<file path="config.mk">
export PLATFORM = sky130hd
export DESIGN_NAME = sound_cue_arbiter_flat
export DESIGN_NICKNAME = d
export VERILOG_FILES = /design/src/rtl/sound_cue_arbiter_if.sv /design/src/rtl/sound_cue_arbiter.sv /design/src/flat_wrapper.sv
export SDC_FILE = /design/constraint.sdc
export NUM_CORES = 1
export LEC_CHECK = 0
export ABC_AREA = 1
export CAP_MARGIN = 25
export CORE_MARGIN = 1
export CORE_UTILIZATION = 40
export DETAILED_ROUTE_END_ITERATION = 8
export GPL_TIMING_DRIVEN = 0
export PLACE_DENSITY = 0.66
export SLEW_MARGIN = 20
export SYNTH_ARGS = -nofsm -noshare
export SYNTH_HDL_FRONTEND = slang
export SYNTH_SLANG_ARGS = --single-unit
</file>
<file path="constraint.sdc">
create_clock -name clk -period 2.1 [get_ports clk]
set_input_delay 0.63 -clock clk [delete_from_list [all_inputs] [get_ports clk]]
set_output_delay 0.63 -clock clk [all_outputs]
set_load 0.02 [all_outputs]
</file>
<file path="src/rtl/sound_cue_arbiter_if.sv">
// rtl/sound_cue_arbiter_if.sv - event-request / audio-control bundle for sound_cue_arbiter
interface sound_cue_arbiter_if;
    logic [3:0] req;
    logic       mute;
    logic [2:0] audio_sel;
    logic       audio_en;
    logic [3:0] grant;
    logic [3:0] pending;
    logic       busy;

    modport master (
        output req, mute,
        input  audio_sel, audio_en, grant, pending, busy
    );

    modport slave (
        input  req, mute,
        output audio_sel, audio_en, grant, pending, busy
    );
endinterface

</file>
<file path="src/rtl/sound_cue_arbiter.sv">
// rtl/sound_cue_arbiter.sv - fixed-priority arbiter sharing one tone generator among four game events
module sound_cue_arbiter #(
    parameter int         CUE_LEN = 25_000_000,
    parameter int         GAP_LEN = 5_000_000,
    parameter logic [2:0] SEL0    = 3'd1,
    parameter logic [2:0] SEL1    = 3'd2,
    parameter logic [2:0] SEL2    = 3'd3,
    parameter logic [2:0] SEL3    = 3'd4,
    parameter int         CNT_W   = 32
) (
    input  logic                clk,
    input  logic                rst,
    sound_cue_arbiter_if.slave  bus
);
    typedef enum logic [1:0] {IDLE, PLAY, GAP} state_t;

    localparam logic [CNT_W-1:0] CUE_LOAD = CNT_W'(CUE_LEN - 1);
    localparam logic [CNT_W-1:0] GAP_LOAD = (GAP_LEN == 0) ? '0 : CNT_W'(GAP_LEN - 1);

    state_t           state, nextState;
    logic [CNT_W-1:0] count, nextCount;
    logic [3:0]       pending, nextPending, grant, nextGrant, clearMask;
    logic [2:0]       audioSel, nextSel;
    logic [1:0]       curIdx, nextIdx, topIdx;
    logic             topValid, doGrant, goIdle;

    function automatic logic [2:0] selFor(input logic [1:0] idx);
        case (idx)
            2'd0:    return SEL0;
            2'd1:    return SEL1;
            2'd2:    return SEL2;
            default: return SEL3;
        endcase
    endfunction

    always_ff @(posedge clk or posedge rst) begin
        if (rst) begin
            state    <= IDLE;
            count    <= '0;
            pending  <= '0;
            grant    <= '0;
            audioSel <= '0;
            curIdx   <= '0;
        end else begin
            state    <= nextState;
            count    <= nextCount;
            pending  <= nextPending;
            grant    <= nextGrant;
            audioSel <= nextSel;
            curIdx   <= nextIdx;
        end
    end

    // Ascending scan leaves the highest set index in topIdx.
    always_comb begin
        topValid = |pending;
        topIdx   = 2'd0;
        for (int i = 0; i < 4; i++) begin
            if (pending[i]) topIdx = i[1:0];
        end
    end

    always_comb begin
        nextState = state;
        nextCount = count;
        nextGrant = grant;
        nextSel   = audioSel;
        nextIdx   = curIdx;
        clearMask = '0;
        doGrant   = 1'b0;
        goIdle    = 1'b0;
        case (state)
            IDLE: doGrant = topValid;
            PLAY: begin
                if (topValid && (topIdx > curIdx)) begin
                    doGrant = 1'b1;
                end else if (count == '0) begin
                    if (GAP_LEN == 0) begin
                        doGrant = topValid;
                        goIdle  = !topValid;
                    end else begin
                        nextState = GAP;
                        nextCount = GAP_LOAD;
                        nextGrant = '0;
                        nextSel   = '0;
                    end
                end else begin
                    nextCount = count - 1'b1;
                end
            end
            GAP: begin
                if (count == '0) begin
                    doGrant = topValid;
                    goIdle  = !topValid;
                end else begin
                    nextCount = count - 1'b1;
                end
            end
            default: goIdle = 1'b1;
        endcase
        if (doGrant) begin
            nextState = PLAY;
            nextCount = CUE_LOAD;
            nextGrant = 4'b0001 << topIdx;
            nextSel   = selFor(topIdx);
            nextIdx   = topIdx;
            clearMask = 4'b0001 << topIdx;
        end
        if (goIdle) begin
            nextState = IDLE;
            nextCount = '0;
            nextGrant = '0;
            nextSel   = '0;
        end
        // A request arriving in the same cycle its bit is cleared stays latched.
        nextPending = (pending & ~clearMask) | bus.req;
    end

    always_comb begin
        bus.audio_en  = (state == PLAY) && !bus.mute;
        bus.busy      = (state != IDLE);
        bus.audio_sel = audioSel;
        bus.grant     = grant;
        bus.pending   = pending;
    end
endmodule

</file>
<file path="src/flat_wrapper.sv">
// flat-port wrapper written by rule: the top's interface ports become plain ports
module sound_cue_arbiter_flat 
#(
    parameter int         CUE_LEN = 25_000_000,
    parameter int         GAP_LEN = 5_000_000,
    parameter logic [2:0] SEL0    = 3'd1,
    parameter logic [2:0] SEL1    = 3'd2,
    parameter logic [2:0] SEL2    = 3'd3,
    parameter logic [2:0] SEL3    = 3'd4,
    parameter int         CNT_W   = 32
)
  (clk, rst, bus_req, bus_mute, bus_audio_sel, bus_audio_en, bus_grant, bus_pending, bus_busy);
  sound_cue_arbiter_if bus_i ();
  input  logic clk;
  input  logic rst;
  input wire logic [$bits(bus_i.req)-1:0] bus_req;
  input wire logic [$bits(bus_i.mute)-1:0] bus_mute;
  output wire logic [$bits(bus_i.audio_sel)-1:0] bus_audio_sel;
  output wire logic [$bits(bus_i.audio_en)-1:0] bus_audio_en;
  output wire logic [$bits(bus_i.grant)-1:0] bus_grant;
  output wire logic [$bits(bus_i.pending)-1:0] bus_pending;
  output wire logic [$bits(bus_i.busy)-1:0] bus_busy;
  assign bus_i.req = bus_req;
  assign bus_i.mute = bus_mute;
  assign bus_audio_sel = bus_i.audio_sel;
  assign bus_audio_en = bus_i.audio_en;
  assign bus_grant = bus_i.grant;
  assign bus_pending = bus_i.pending;
  assign bus_busy = bus_i.busy;
  sound_cue_arbiter #(.CUE_LEN(CUE_LEN), .GAP_LEN(GAP_LEN), .SEL0(SEL0), .SEL1(SEL1), .SEL2(SEL2), .SEL3(SEL3), .CNT_W(CNT_W)) u_core (.clk(clk), .rst(rst), .bus(bus_i));
endmodule
</file>
## After elaboration in Yosys (flattened, before gate mapping)

Cells that the tools add are included.

| storage, ports and cells | value |
|---|---|
| bits in registers | 47 |
| logic and storage cells | 65 |

| cells by class | value |
|---|---|
| add/sub/neg operators | 1 |
| order comparisons | 1 |
| eq/ne operators | 7 |
| shifts and indexed selects | 1 |
| multiplexer cells | 31 |
| bitwise operators | 3 |
| reductions and logical operators | 15 |

Operators by type and width:

| cell | count |
|---|---|
| $mux W32 | 5 |
| $pmux W32 S2 | 1 |
| $logic_not A32 Y1 | 1 |
| $sub A32 B1 Y32 const B | 1 |
| $mux W4 | 6 |
| $mux W3 | 5 |
| $mux W2 | 7 |
| $pmux W3 S3 | 1 |
| $ne A4 B2 Y1 const B | 2 |
| $reduce_and A3 Y1 | 2 |
| $reduce_bool A3 Y1 | 2 |
| $and A4 B4 Y4 | 1 |
| $eq A2 B1 Y1 const B | 2 |
| $eq A2 B2 Y1 const B | 2 |
| $logic_not A2 Y1 | 2 |
| $mux W1 | 4 |
| $not A4 Y4 | 1 |
| $or A4 B4 Y4 | 1 |
| $reduce_bool A4 Y1 | 1 |
| $reduce_or A4 Y1 | 1 |
| $shl A1 B2 Y4 const A | 1 |
| $ne A3 B1 Y1 const B | 1 |
| $pmux W1 S3 | 1 |
| $gt A2 B2 Y1 | 1 |
| other kinds (5) | 7 |

## Logic depth before layout (Yosys ltp)

Gate-level depths: netlist (run 1).

| logic depth | value |
|---|---|
| depth after elaboration | 11 |
| gate-level depth with buffers | 14 |

## Least setup slack after synthesis (run 1)

No wires, ideal clock.

| timing path | value |
|---|---|
| path type | flip-flop to flip-flop |
| start | reg u_core.pending[1] (netlist: u_core.bus.pending[1]) |
| end | reg u_core.count[15] |
| library setup time | 0.119 ns |
| data arrival time | 2.121 ns |
| slack | -0.139 ns |
| cell stages (with the launch flop) | 13 |
| clock period less this slack | 2.239 ns |
| path through | dfrtp_1 -> inv_1 -> o21ai_0 -> inv_1 -> ha_1 -> o21bai_1 -> nand4_1 -> and2_1 -> nand2_2 -> buf_4 -> nor2_2 -> xnor2_1 -> nor2_1 |

| between the ends | value |
|---|---|
| longest elaborated chain between the ends | 9 |

RTL lines:

| element | line | RTL |
|---|---|---|
| start, declared | sound_cue_arbiter.sv:22 | `logic [3:0] pending, nextPending, grant, nextGrant, clearMask;` |
| start signal, assigned | sound_cue_arbiter.sv:47 | `pending <= nextPending;` |
| $mux W1 (*) | sound_cue_arbiter.sv:59 | `if (pending[i]) topIdx = i[1:0];` |
| $mux W2 (*) (2 in a row) | sound_cue_arbiter.sv:59 |  |
| named net u_core.topIdx[0] | sound_cue_arbiter.sv:24 | `logic [1:0] curIdx, nextIdx, topIdx;` |
| $gt A2 B2 Y1 (*) | sound_cue_arbiter.sv:75 | `if (topValid && (topIdx > curIdx)) begin` |
| $logic_and A1 B1 Y1 (*) | sound_cue_arbiter.sv:75 |  |
| $mux W1 | sound_cue_arbiter.sv:75 |  |
| $pmux W1 S3 | sound_cue_arbiter.sv:72 | `case (state)` |
| $ne A4 B2 Y1 (no line) (tied with other cells) | -- |  |
| $reduce_and A3 Y1 (no line) / $mux W32 (equally long branches) | -- |  |
| end signal, assigned | sound_cue_arbiter.sv:46 | `count <= nextCount;` |
| end, declared | sound_cue_arbiter.sv:21 | `logic [CNT_W-1:0] count, nextCount;` |

Mark *: on every way through the listed nets, which the timed path passes. The rest lies on a longest branch.
A chain may end at the register's enable or synchronous reset.

## Worst setup path after layout (run 1)

| timing path | value |
|---|---|
| start | reg u_core.pending[3] (netlist: u_core.bus.pending[3]) |
| end | reg u_core.count[13] |

| between the ends | value |
|---|---|
| longest elaborated chain between the ends | 7 |

RTL lines:

| element | line |
|---|---|
| $mux W2 (*) | sound_cue_arbiter.sv:59 |
| named net u_core.topIdx[1] | sound_cue_arbiter.sv:24 |
| $gt A2 B2 Y1 (*) | sound_cue_arbiter.sv:75 |
| $logic_and A1 B1 Y1 (*) | sound_cue_arbiter.sv:75 |
| $mux W1 | sound_cue_arbiter.sv:75 |
| $pmux W1 S3 | sound_cue_arbiter.sv:72 |
| $ne A4 B2 Y1 (no line) (tied with other cells) | -- |
| $reduce_and A3 Y1 (no line) / $mux W32 (equally long branches) | -- |

Marks and branches as above.

==> impl_summary.txt, run 1 <==
----------------------------------------------------
[Routing]
  Number of DRC violations after detailed-routing iteration 0 ... between 150 and 200
  Routed length per placed instance ... between 10 and 15 microns
  Number of search-and-repair iterations in the first detailed-routing pass ... 4
  Number of remaining DRC errors ... 0
  Via density per instance ... ~5
  Antenna Violating Nets Remaining ... 0
  WL final ... around 8 mm
  DR vias ... between 2000 and 3000

[Timing]
  Final cycle utilization of the critical path ... 1.03
  Final critical-path required period ... ~2.2 ns
  # setup viols final ... 26
  Number of failing hold endpoints at the final stage ... 0
  Worst Setup Slack, final ... -0.0670 ns
  Smallest hold slack ... between 0.5 and 0.6 ns
  Unrepaired setup endpoints after global routing ... yes
  Transition at the pin with the smallest max-transition slack ... 0.390 ns
  Final max-slew violation count ... 0
  Highest achievable clock rate ... ~0.46 GHz
  Final TNS setup ... -0.844 ns
  Worst slew margin ... 0.740
  Clock skew after layout ... 0.00872 ns

[Logic synthesis]
  Post-Syn Area per Cell ... slightly above 7 sq um
  Number of flops mapped to enable cells by yosys ... 0
  Yosys synthesis warning count ... 0
  Top area cells in the synthesized netlist ... sky130_fd_sc_hd__dfrtp_1 36%, sky130_fd_sc_hd__nand2_1 13%, sky130_fd_sc_hd__nor2_1 7.6%
  Yosys reg bits ... 46
  Fraction of synthesized cell area taken by the top area cell type ... 0.363
  Most common cell in the synthesized netlist ... sky130_fd_sc_hd__nand2_1
  Async S/R FF share, synth ... 1.00
  Count of distinct cell types in the synthesized netlist ... 33
  Ranking of synthesized cells by instance count ... 109 x sky130_fd_sc_hd__nand2_1, 64 x sky130_fd_sc_hd__nor2_1, 56 x sky130_fd_sc_hd__inv_1
  Total standard cell area after synthesis ... 0.00317 sq mm
  Count of mapped cells out of synthesis ... about 440
  Flip-flop cell with the highest count after synthesis ... sky130_fd_sc_hd__dfrtp_1
  Part of the Yosys area used for sequential elements ... 0.363
  Cell taking the most area after synthesis ... sky130_fd_sc_hd__dfrtp_1
  Synthesized Nets ... about 460

[Setup path]
  Crit Path Category ... register to register
  Dominant cell type by count on the critical path ... sky130_fd_sc_hd__inv_2
  Crit start category ... register
  R2R cell count ... 13
  CP Max Fanout ... 6
  Crit-path cells ... nor2_4, inv_2, ha_4, inv_2, o21bai_1, nand4_1, and2_4, nand2_8, nand3_4, inv_6, clkbuf_16, nand2_2, nand2_1
  Worst EP arrival ... roughly 2.4 ns
  Endpoint kind of the worst setup timing path ... register
  Worst Path Required ... 2.35 ns
  Worst stage delay on the critical path ... roughly 0.45 ns
  Setup slack of the worst register-to-register path ... -0.07 ns
  Critical-path cell with the highest stage delay ... sky130_fd_sc_hd__dfrtp_1

[Floorplanning]
  Starting Density ... 0.412
  Core box area ... between 0.007 and 0.008 sq mm
  Area of the die ... approximately 0.0083 sq mm
  Cell row count ... 32
  Die boundary width ... between 90 and 100 microns
  Number of primary I/O pins ... 20
  Vertical die dimension ... slightly above 90 microns

[GRT]
  Overall routing resource usage ... 0.202
  Sum of overflow across all layers after global routing ... 0
  First-pass GRT wire length ... 13.3 mm
  Initial antenna violation count ... 0
  Vias in the first global route ... 2779
  Largest net degree at the start of global routing ... 31

[Finish]
  Share of final-layout standard cells stronger than drive strength 1 ... 0.210
  Final net count ... ~500
  Final antenna diode count ... 0
  Area growth, synth to finish ... 24.1%

[Pwr]
  Ratio of total power to cell area ... 1460 mW/mm^2
  Register share of total power ... 0.243
  Portion of total power attributed to combinational logic ... 0.636
  Leakage ... between 0.0015 and 0.002 uW
  Cell Int Power ... around 3000 uW
  Clock share of power ... 0.120
  Peak supply drop ... 0.795 mV
  Switching Power ... about 2800 uW
  Switching share of total power ... 0.478

[Clocking]
  CTS buffer count ... 5
  Buffer levels on the longest clock path ... 2
  Hold bufs inserted after CTS ... 0
  Clock slew at reported path FFs ... approximately 0.10 ns
  Clock Sinks ... 46
  Clock H-tree levels ... 2
  Root buffer selected by CTS ... sky130_fd_sc_hd__clkbuf_8
  Clock latency at the later pin of the worst-skew pair ... 0.31 ns
  Clock tree from TritonCTS ... built

[Place]
  Input/output buffers ... 19
  Routability congestion estimate from global placement ... between 0.9 and 1
  Post-DP HPWL ... 5.72 mm

[Hold path]
  Path type of the worst min-delay path ... register to register
  Worst hold path depth ... 2

[Job]
  Number of max-capacitance violations reported ... 0

[Run status]
  Violated checks ... negative setup slack
  Status ... finished, violations left

----------------------------------------------------
[power groups by stage]
stage / sequential [uW] / combinational [uW] / clock [uW]
2_1_floorplan: 1410 / 2150 / 0
3_3_place_gp: 1390 / 2930 / 0
3_5_place_dp: 1400 / 2990 / 0
4_1_cts: 1380 / 3190 / 701
5_1_grt: 1430 / 4030 / 736
6_report: 1400 / 3660 / 692
[cell usage in the layout, fill, tap and decap left out, drive strengths merged]
master / instances
clkinvlp: 3
o31ai: 1
xor2: 14
nor3: 5
or2: 4
dlymetal6s2s: 1
inv: 58
clkbuf: 9
a21oi: 9
buf: 24
nand3: 28
dlygate4sd2: 1
o21bai: 9
nor2: 75
o21ai: 22
o21a: 1
and3: 3
clkdlybuf4s50: 15
nand2: 117
ha: 10
bufinv: 1
a21boi: 1
xnor2: 6
dfrtp: 46
nand4: 18
and2: 1
[cells by family after synthesis]
| kind of cell | Yosys count | share of synthesized area |
|---|---|---|
| buffers and inverters | 69 | 0.0963 |
| AO/OA/AOI/OAI | 43 | 0.0774 |
| XOR/XNOR | 20 | 0.0553 |
| adder cells (fa/ha/maj) | 10 | 0.0395 |
| AND/OR/NAND/NOR | 251 | 0.368 |
| flip-flops | 46 | 0.363 |
[path summary, 6_finish.rpt]
kind,from,endpoint
max,u_core.bus.pending[3],u_core.count[13]
min reg2reg,u_core.curIdx[1],u_core.curIdx[1]
min in group asynchronous,rst,u_core.count[4]
max reg2reg,u_core.bus.pending[3],u_core.count[13]
max in group asynchronous,rst,u_core.bus.pending[2]
min,u_core.curIdx[1],u_core.curIdx[1]
[through the flow]
step	cell area, sq um	setup slack, ns	power [uW]	util	std cells
after floorplan	3180	0.0133	3560	-	439
after global placement	3500	-0.819	4330	0.455	560
after detailed placement	3520	-0.268	4390	0.458	561
after CTS	3730	0.00216	5280	0.485	577
after global routing	3930	-0.140	6200	0.512	584
final	3930	-0.0670	5750	0.512	584
[final cells by class]
cell class              count  area, sq um
fillers                   753         3750
multi-input cells         324         1860
flip-flops and latches     46         1150
repair buffers             35          353
inverters                  59          230
well taps                 102          128
plain buffers              10         97.6
clock buffers               5         68.8
clock inverters             3         45.0
[metal layers]
metal,share of wire,vias up,global-route usage
met5,0,-,0
met4,0.020,0,0.0622
met3,0.036,13,0.0276
met2,0.48,60,0.341
met1,0.46,1378,0.268
li1,-,1464,-
[sequential cells by signal, indices dropped and copies added, names as in the netlist]
signal and cells:
u_core.bus.audio_sel 2, u_core.count 32, u_core.curIdx 2, u_core.state 2
u_core.bus.pending 4, u_core.bus.grant 4
[worst max-delay path, delay by kind of cell (launching register included)]
kind	cells	cell delay [ns]
adder cells (fa/ha/maj)	1	0.26
buffers and inverters	4	0.36
flip-flops	1	0.45
AND/OR/NAND/NOR	7	0.87
AO/OA/AOI/OAI	1	0.17
[what timing repair did]
item / 4_1_cts / 5_1_grt
gates cloned: 0 / 2
buffers inserted: 8 / 5
resized for setup: 14 / 43
pin swaps: 6 / 19
setup endpoints to repair: 48 / 49
(Power assumes the default switching activity.)
==> run 2: changes to the inputs <==
Settings changed: SLEW_MARGIN 20 to unset.
==> results of run 2 <==
Final layout, timing and power as in run 1 (identical DEF).
